`config.mk`:
```
export PLATFORM = sky130hd
export DESIGN_NAME = ov7670_stream_gen
export DESIGN_NICKNAME = d
export VERILOG_FILES = /design/src/rtl/ov7670_pkg.sv /design/src/rtl/ov7670_pattern_gen.sv /design/src/rtl/ov7670_stream_gen.sv
export SDC_FILE = /design/constraint.sdc
export NUM_CORES = 1
export LEC_CHECK = 0
export CORE_ASPECT_RATIO = 0.9
export CORE_MARGIN = 1.5
export CORE_UTILIZATION = 25
export CTS_CLUSTER_DIAMETER = 60
export CTS_CLUSTER_SIZE = 24
export DETAILED_ROUTE_END_ITERATION = 12
export GPL_ROUTABILITY_DRIVEN = 0
export GPL_TIMING_DRIVEN = 0
export PLACE_DENSITY = 0.52
export SLEW_MARGIN = 20
export SYNTH_ARGS = -nofsm -noshare
export SYNTH_HDL_FRONTEND = slang
export SYNTH_SLANG_ARGS = --single-unit
```
`constraint.sdc`:
```
create_clock -name iCLK -period 3.2 [get_ports iCLK]
set_input_delay 0.32 -clock iCLK [delete_from_list [all_inputs] [get_ports iCLK]]
set_output_delay 0.32 -clock iCLK [all_outputs]
set_load 0.01 [all_outputs]
```
`src/rtl/ov7670_pkg.sv`:
```
// rtl/ov7670_pkg.sv - shared mode codes, FSM state encoding and bar colour table
package ov7670_pkg;

    typedef enum logic [1:0] {
        MODE_BARS      = 2'd0,
        MODE_RAMP      = 2'd1,
        MODE_SOLID     = 2'd2,
        MODE_SOLID_ALT = 2'd3
    } mode_e;

    typedef enum logic [2:0] {
        ST_IDLE   = 3'd0,
        ST_VSYNC  = 3'd1,
        ST_VBACK  = 3'd2,
        ST_ACTIVE = 3'd3,
        ST_VFRONT = 3'd4
    } state_e;

    function automatic logic [15:0] bar_color(input logic [2:0] idx);
        case (idx)
            3'd0:    bar_color = 16'hFFFF;
            3'd1:    bar_color = 16'hFFE0;
            3'd2:    bar_color = 16'h07FF;
            3'd3:    bar_color = 16'h07E0;
            3'd4:    bar_color = 16'hF81F;
            3'd5:    bar_color = 16'hF800;
            3'd6:    bar_color = 16'h001F;
            default: bar_color = 16'h0000;
        endcase
    endfunction

endpackage

```
`src/rtl/ov7670_pattern_gen.sv`:
```
// rtl/ov7670_pattern_gen.sv - combinational RGB565 test-pattern source
module ov7670_pattern_gen
    import ov7670_pkg::*;
#(
    parameter int H_ACTIVE = 320,
    parameter int V_ACTIVE = 240,
    parameter int XW       = $clog2(H_ACTIVE),
    parameter int YW       = (V_ACTIVE > 1) ? $clog2(V_ACTIVE) : 1
)(
    input  logic [XW-1:0] x,
    input  logic [YW-1:0] y,
    input  logic [1:0]    mode,
    input  logic [15:0]   color,
    output logic [15:0]   pix
);

    localparam int BAR_W = H_ACTIVE / 8;

    logic [15:0] addr;
    logic [2:0]  bar_idx;

    always_comb begin
        // Ramp value is the frame-buffer address, wrapped to 16 bits.
        addr    = 16'(32'(y) * 32'(H_ACTIVE) + 32'(x));
        bar_idx = 3'(32'(x) / 32'(BAR_W));
        case (mode)
            MODE_BARS: pix = bar_color(bar_idx);
            MODE_RAMP: pix = addr;
            default:   pix = color;
        endcase
    end

endmodule

```
`src/rtl/ov7670_stream_gen.sv`:
```
// rtl/ov7670_stream_gen.sv - OV7670 camera bus emulator emitting RGB565 QVGA frames
module ov7670_stream_gen
    import ov7670_pkg::*;
#(
    parameter int H_ACTIVE    = 320,
    parameter int V_ACTIVE    = 240,
    parameter int H_BLANK     = 144,
    parameter int VSYNC_LINES = 3,
    parameter int V_BACK      = 17,
    parameter int V_FRONT     = 10
)(
    input  logic        iCLK,
    input  logic        iRST_N,
    input  logic        iENABLE,
    input  logic [1:0]  iMODE,
    input  logic [15:0] iCOLOR,
    output logic        oPCLK,
    output logic        oVSYNC,
    output logic        oHREF,
    output logic [7:0]  oD,
    output logic        oBUSY,
    output logic        oFRAME_DONE,
    output logic [7:0]  oFRAME_CNT
);

    localparam int LINE_LEN = 2 * H_ACTIVE + H_BLANK;
    localparam int M_A      = (VSYNC_LINES > V_BACK) ? VSYNC_LINES : V_BACK;
    localparam int M_B      = (V_ACTIVE > V_FRONT) ? V_ACTIVE : V_FRONT;
    localparam int LC_MAX   = (M_A > M_B) ? M_A : M_B;
    localparam int BCW      = (LINE_LEN > 2) ? $clog2(LINE_LEN) : 1;
    localparam int LCW      = (LC_MAX > 1) ? $clog2(LC_MAX) : 1;
    localparam int XW       = $clog2(H_ACTIVE);
    localparam int YW       = (V_ACTIVE > 1) ? $clog2(V_ACTIVE) : 1;

    state_e         state;
    logic           ph;
    logic [BCW-1:0] bc;
    logic [LCW-1:0] lc;
    logic [1:0]     mode_q;
    logic [15:0]    color_q;
    logic [15:0]    pix;
    logic [LCW-1:0] phase_last;
    logic           href_now;

    assign oPCLK = ph;

    ov7670_pattern_gen #(
        .H_ACTIVE (H_ACTIVE),
        .V_ACTIVE (V_ACTIVE),
        .XW       (XW),
        .YW       (YW)
    ) u_pattern (
        .x     (bc[XW:1]),
        .y     (lc[YW-1:0]),
        .mode  (mode_q),
        .color (color_q),
        .pix   (pix)
    );

    always_comb begin
        phase_last = LCW'(V_FRONT - 1);
        case (state)
            ST_VSYNC:  phase_last = LCW'(VSYNC_LINES - 1);
            ST_VBACK:  phase_last = LCW'(V_BACK - 1);
            ST_ACTIVE: phase_last = LCW'(V_ACTIVE - 1);
            default:   phase_last = LCW'(V_FRONT - 1);
        endcase
        href_now = (state == ST_ACTIVE) && (bc < BCW'(2 * H_ACTIVE));
    end

    // Counters name the byte being emitted at this byte event; outputs are
    // registered from them so they hold steady through the next PCLK rise.
    always_ff @(posedge iCLK or negedge iRST_N) begin
        if (!iRST_N) begin
            state       <= ST_IDLE;
            ph          <= 1'b0;
            bc          <= '0;
            lc          <= '0;
            mode_q      <= '0;
            color_q     <= '0;
            oVSYNC      <= 1'b0;
            oHREF       <= 1'b0;
            oD          <= 8'h00;
            oBUSY       <= 1'b0;
            oFRAME_DONE <= 1'b0;
            oFRAME_CNT  <= 8'h00;
        end else begin
            ph          <= ~ph;
            oFRAME_DONE <= 1'b0;
            if (ph) begin
                oVSYNC <= (state == ST_VSYNC);
                oHREF  <= href_now;
                oD     <= href_now ? (bc[0] ? pix[7:0] : pix[15:8]) : 8'h00;
                oBUSY  <= (state != ST_IDLE);
                case (state)
                    ST_IDLE: begin
                        if (iENABLE) begin
                            state   <= ST_VSYNC;
                            mode_q  <= iMODE;
                            color_q <= iCOLOR;
                            bc      <= '0;
                            lc      <= '0;
                        end
                    end
                    default: begin
                        if (bc == BCW'(LINE_LEN - 1)) begin
                            bc <= '0;
                            if (lc == phase_last) begin
                                lc <= '0;
                                case (state)
                                    ST_VSYNC:  state <= ST_VBACK;
                                    ST_VBACK:  state <= ST_ACTIVE;
                                    ST_ACTIVE: state <= ST_VFRONT;
                                    default: begin
                                        state       <= iENABLE ? ST_VSYNC : ST_IDLE;
                                        oFRAME_DONE <= 1'b1;
                                        oFRAME_CNT  <= oFRAME_CNT + 8'd1;
                                    end
                                endcase
                            end else begin
                                lc <= lc + LCW'(1);
                            end
                        end else begin
                            bc <= bc + BCW'(1);
                        end
                    end
                endcase
            end
        end
    end

endmodule

```
==> impl_metrics.toml <==
[outcome]
outcome = "finished, final reports clean"

[layout]
layout_commonest_cell = "dfrtp_1"
nets = 525
nFillCells = 1594
utilization_pct = 32.4
stdcell_area_sq_um = 5000
layout_common_cells = "dfrtp_1, nand2_1, clkdlybuf4s50_1"
drive_gt1_share_pct = 12.1
multi_input_area_sq_um = 2350
antenna_cells = 0
seq_area_sq_um = 1500
syn_to_final_growth_pct = 26.6

[floorplanning]
initial_utilization_pct = 25.6
die_y_um = 122
dieWidth_um = 135
dieArea_sq_um = 16600
io_pins = 42
core-area_sq_um = 15400
fp-row-count = 43

[critical_path]
required_ps = 3420
reg2reg_depth = 11
reg2reg_slack_ps = 210
worst-path-max-fanout = 10
worst-setup-path-type = "flip-flop to flip-flop"
worstReg2RegStart = "lc[1]"
arrival_ps = 3210
cp-start-kind = "flip-flop"
cp-startpoint = "lc[1]"
r2r-end = "oD[5]"
cp-end-kind = "flip-flop"

[global_route]
grt_pass1_wl_mm = 18.1
grt_usage_pct = 14.1
antenna_found_initial = 0
overflow = 0
grt_pass1_vias = 3381
grt_max_degree = 47

[sta]
tightestPinTransition_ps = 781
relSlewSlack_pct = 47.8
setup_viol = 0
hold_ws_ps = 419
hold_violations = 0
fin_skew_ps = 7.99
rsz0062_at_grt = "no"
finalCritPeriodShare_pct = 93.6
fmax_mhz = 334
finalSetupTns_ps = 0
min_period_ps = 2990
slew_viol_final = 0

[cts]
cts_root_buf = "clkbuf_16"
clk_path_buf_depth = 2
cts_num_sinks = 60
cts_made_buffers = 9
clk_latency_ps = 330
clkTransAtPathRegs_ps = 50
htreeDepth = 3
cts_tree = "yes"

[pwr]
p_leak_nw = 2.17
max-vdd-ir-drop_mv = 0.299
powerDensity_nw_per_um2 = 356

[detailed_routing]
first_iter_violations = 266
routed_wl_mm = 11.1
drcViolationCount = 0
final_antenna_net_count = 0
wl_per_cell_um = 16.0
drt_pass1_iterations = 4
routed_via_density = 5.09
routed-via-count = 3510

[synth]
synth_area_per_cell_sq_um = 9.24
synth_cell_types = 65
synth_seq_cells = 60
syn-num-nets = 469
async_reset_ff_share_pct = 100
synthFlopType = "dfrtp_1"
synth_edf_count = 0
syn_area_sq_um = 3950
synth_warnings = 0
synth_cells = 427
ys_seq_area_share_pct = 38.0

[placement]
port-buffer-count = 41
hpwl_mm = 8.11
post_dp_cell_area_sq_um = 4640

[worst_hold_path]
hp-class = "input port to async pin"

[flow_run]
cap_violations = 0
==> routing by layer <==
layer	share of wire, %	vias to the layer above	track usage [%]
met2	44	75	21.7
met3	4.1	13	3.22
li1	-	1689	-
met1	51	1733	20.0
met5	0	-	0
met4	1.1	0	3.23
==> through the flow <==
| stage | worst slack [ps] | cells | total power, mW |
|---|---|---|---|
| floorplan | 339 | 427 | 0.773 |
| global placement | -308 | 670 | 0.814 |
| detailed placement | 69.5 | 671 | 0.819 |
| CTS | 54.7 | 688 | 1.80 |
| global route | 15.6 | 690 | 1.84 |
| finish | 206 | 690 | 1.78 |
==> synth_stat cells, types with 6 or more instances <==
cell type | count | area, sq um
mux2_2 | 16 | 180
and3_1 | 7 | 43.8
a21oi_1 | 19 | 95.1
nand2_1 | 49 | 184
buf_2 | 6 | 30.0
clkbuf_1 | 12 | 45.0
o21ai_0 | 39 | 195
nor3_1 | 10 | 50.1
xor2_1 | 10 | 87.6
nand3_1 | 13 | 65.1
nor2_1 | 26 | 97.6
xnor2_1 | 9 | 78.8
dfrtp_1 | 60 | 1500
nand4_1 | 7 | 43.8
nor2b_1 | 9 | 56.3
ha_1 | 19 | 238
inv_1 | 11 | 41.3
nand3b_1 | 7 | 52.6
==> state kept, by name, indices dropped and copies added (netlist names) <==
name / cells
bc: 10
color_q: 16
lc: 8
mode_q: 2
oBUSY: 1
oD: 8
oFRAME_CNT: 8
oFRAME_DONE: 1
oHREF: 1
oPCLK: 1
oVSYNC: 1
state: 3
==> worst max-delay path by stage <==
stage                                to  cells past startpoint
after floorplan                   oD[7]                      9
after global placement    oFRAME_CNT[5]                      1
after CTS                         oD[2]                     11
after global routing              oD[7]                     11
final                             oD[5]                     11
after detailed placement          oD[2]                     11
==> power by group <==
part / internal [mW] / switching, mW / total (mW) / leakage [nW]
registers: 0.759 / 0 / 0.759 / 0.790
clock network: 0.622 / 0.351 / 0.974 / 0.147
logic: 0.0254 / 0.0201 / 0.0455 / 1.23
total: 1.41 / 0.371 / 1.78 / 2.17
==> final cells by class <==
| type | count | area share, % |
|---|---|---|
| Clock buffer | 12 | 4.93 |
| Tap cell | 202 | 5.06 |
| Buffer | 21 | 1.80 |
| Inverter | 11 | 0.826 |
| Clock inverter | 4 | 0.976 |
| Timing Repair Buffer | 45 | 9.21 |
| Sequential cell | 60 | 30.1 |
| Multi-Input combinational cell | 335 | 47.1 |
==> kinds of logic (layout without fill, tap and decap cells) <==
group | Yosys count | after routing | share of synthesized area [%]
AND/OR/NAND/NOR | 153 | 153 | 20.1
AO/OA/AOI/OAI | 123 | 123 | 21.8
flip-flops | 60 | 60 | 38.0
buffers and inverters | 32 | 93 | 3.33
adder cells (fa/ha/maj) | 21 | 21 | 7.04
XOR/XNOR | 19 | 19 | 4.22
multiplexers | 19 | 19 | 5.45
==> what timing repair did <==
action | in CTS | in global routing
gates resized for setup | 0 | 10
setup endpoints to repair | 0 | 8
hold buffers | 1 | 0
buffers inserted | 0 | 2
endpoints found under the hold margin | 14 | 0
==> worst max-delay path, stage by stage, from the launching register on <==
cell,delay (ps)
dfrtp_2,480
ha_1,310
ha_1,160
inv_1,60
fa_1,400
nor2b_1,170
o21ai_0,120
a21oi_2,250
and3_1,230
o21ai_0,150
a221o_1,370
a22o_1,190
No activity file was read; power rests on OpenSTA's default activity.
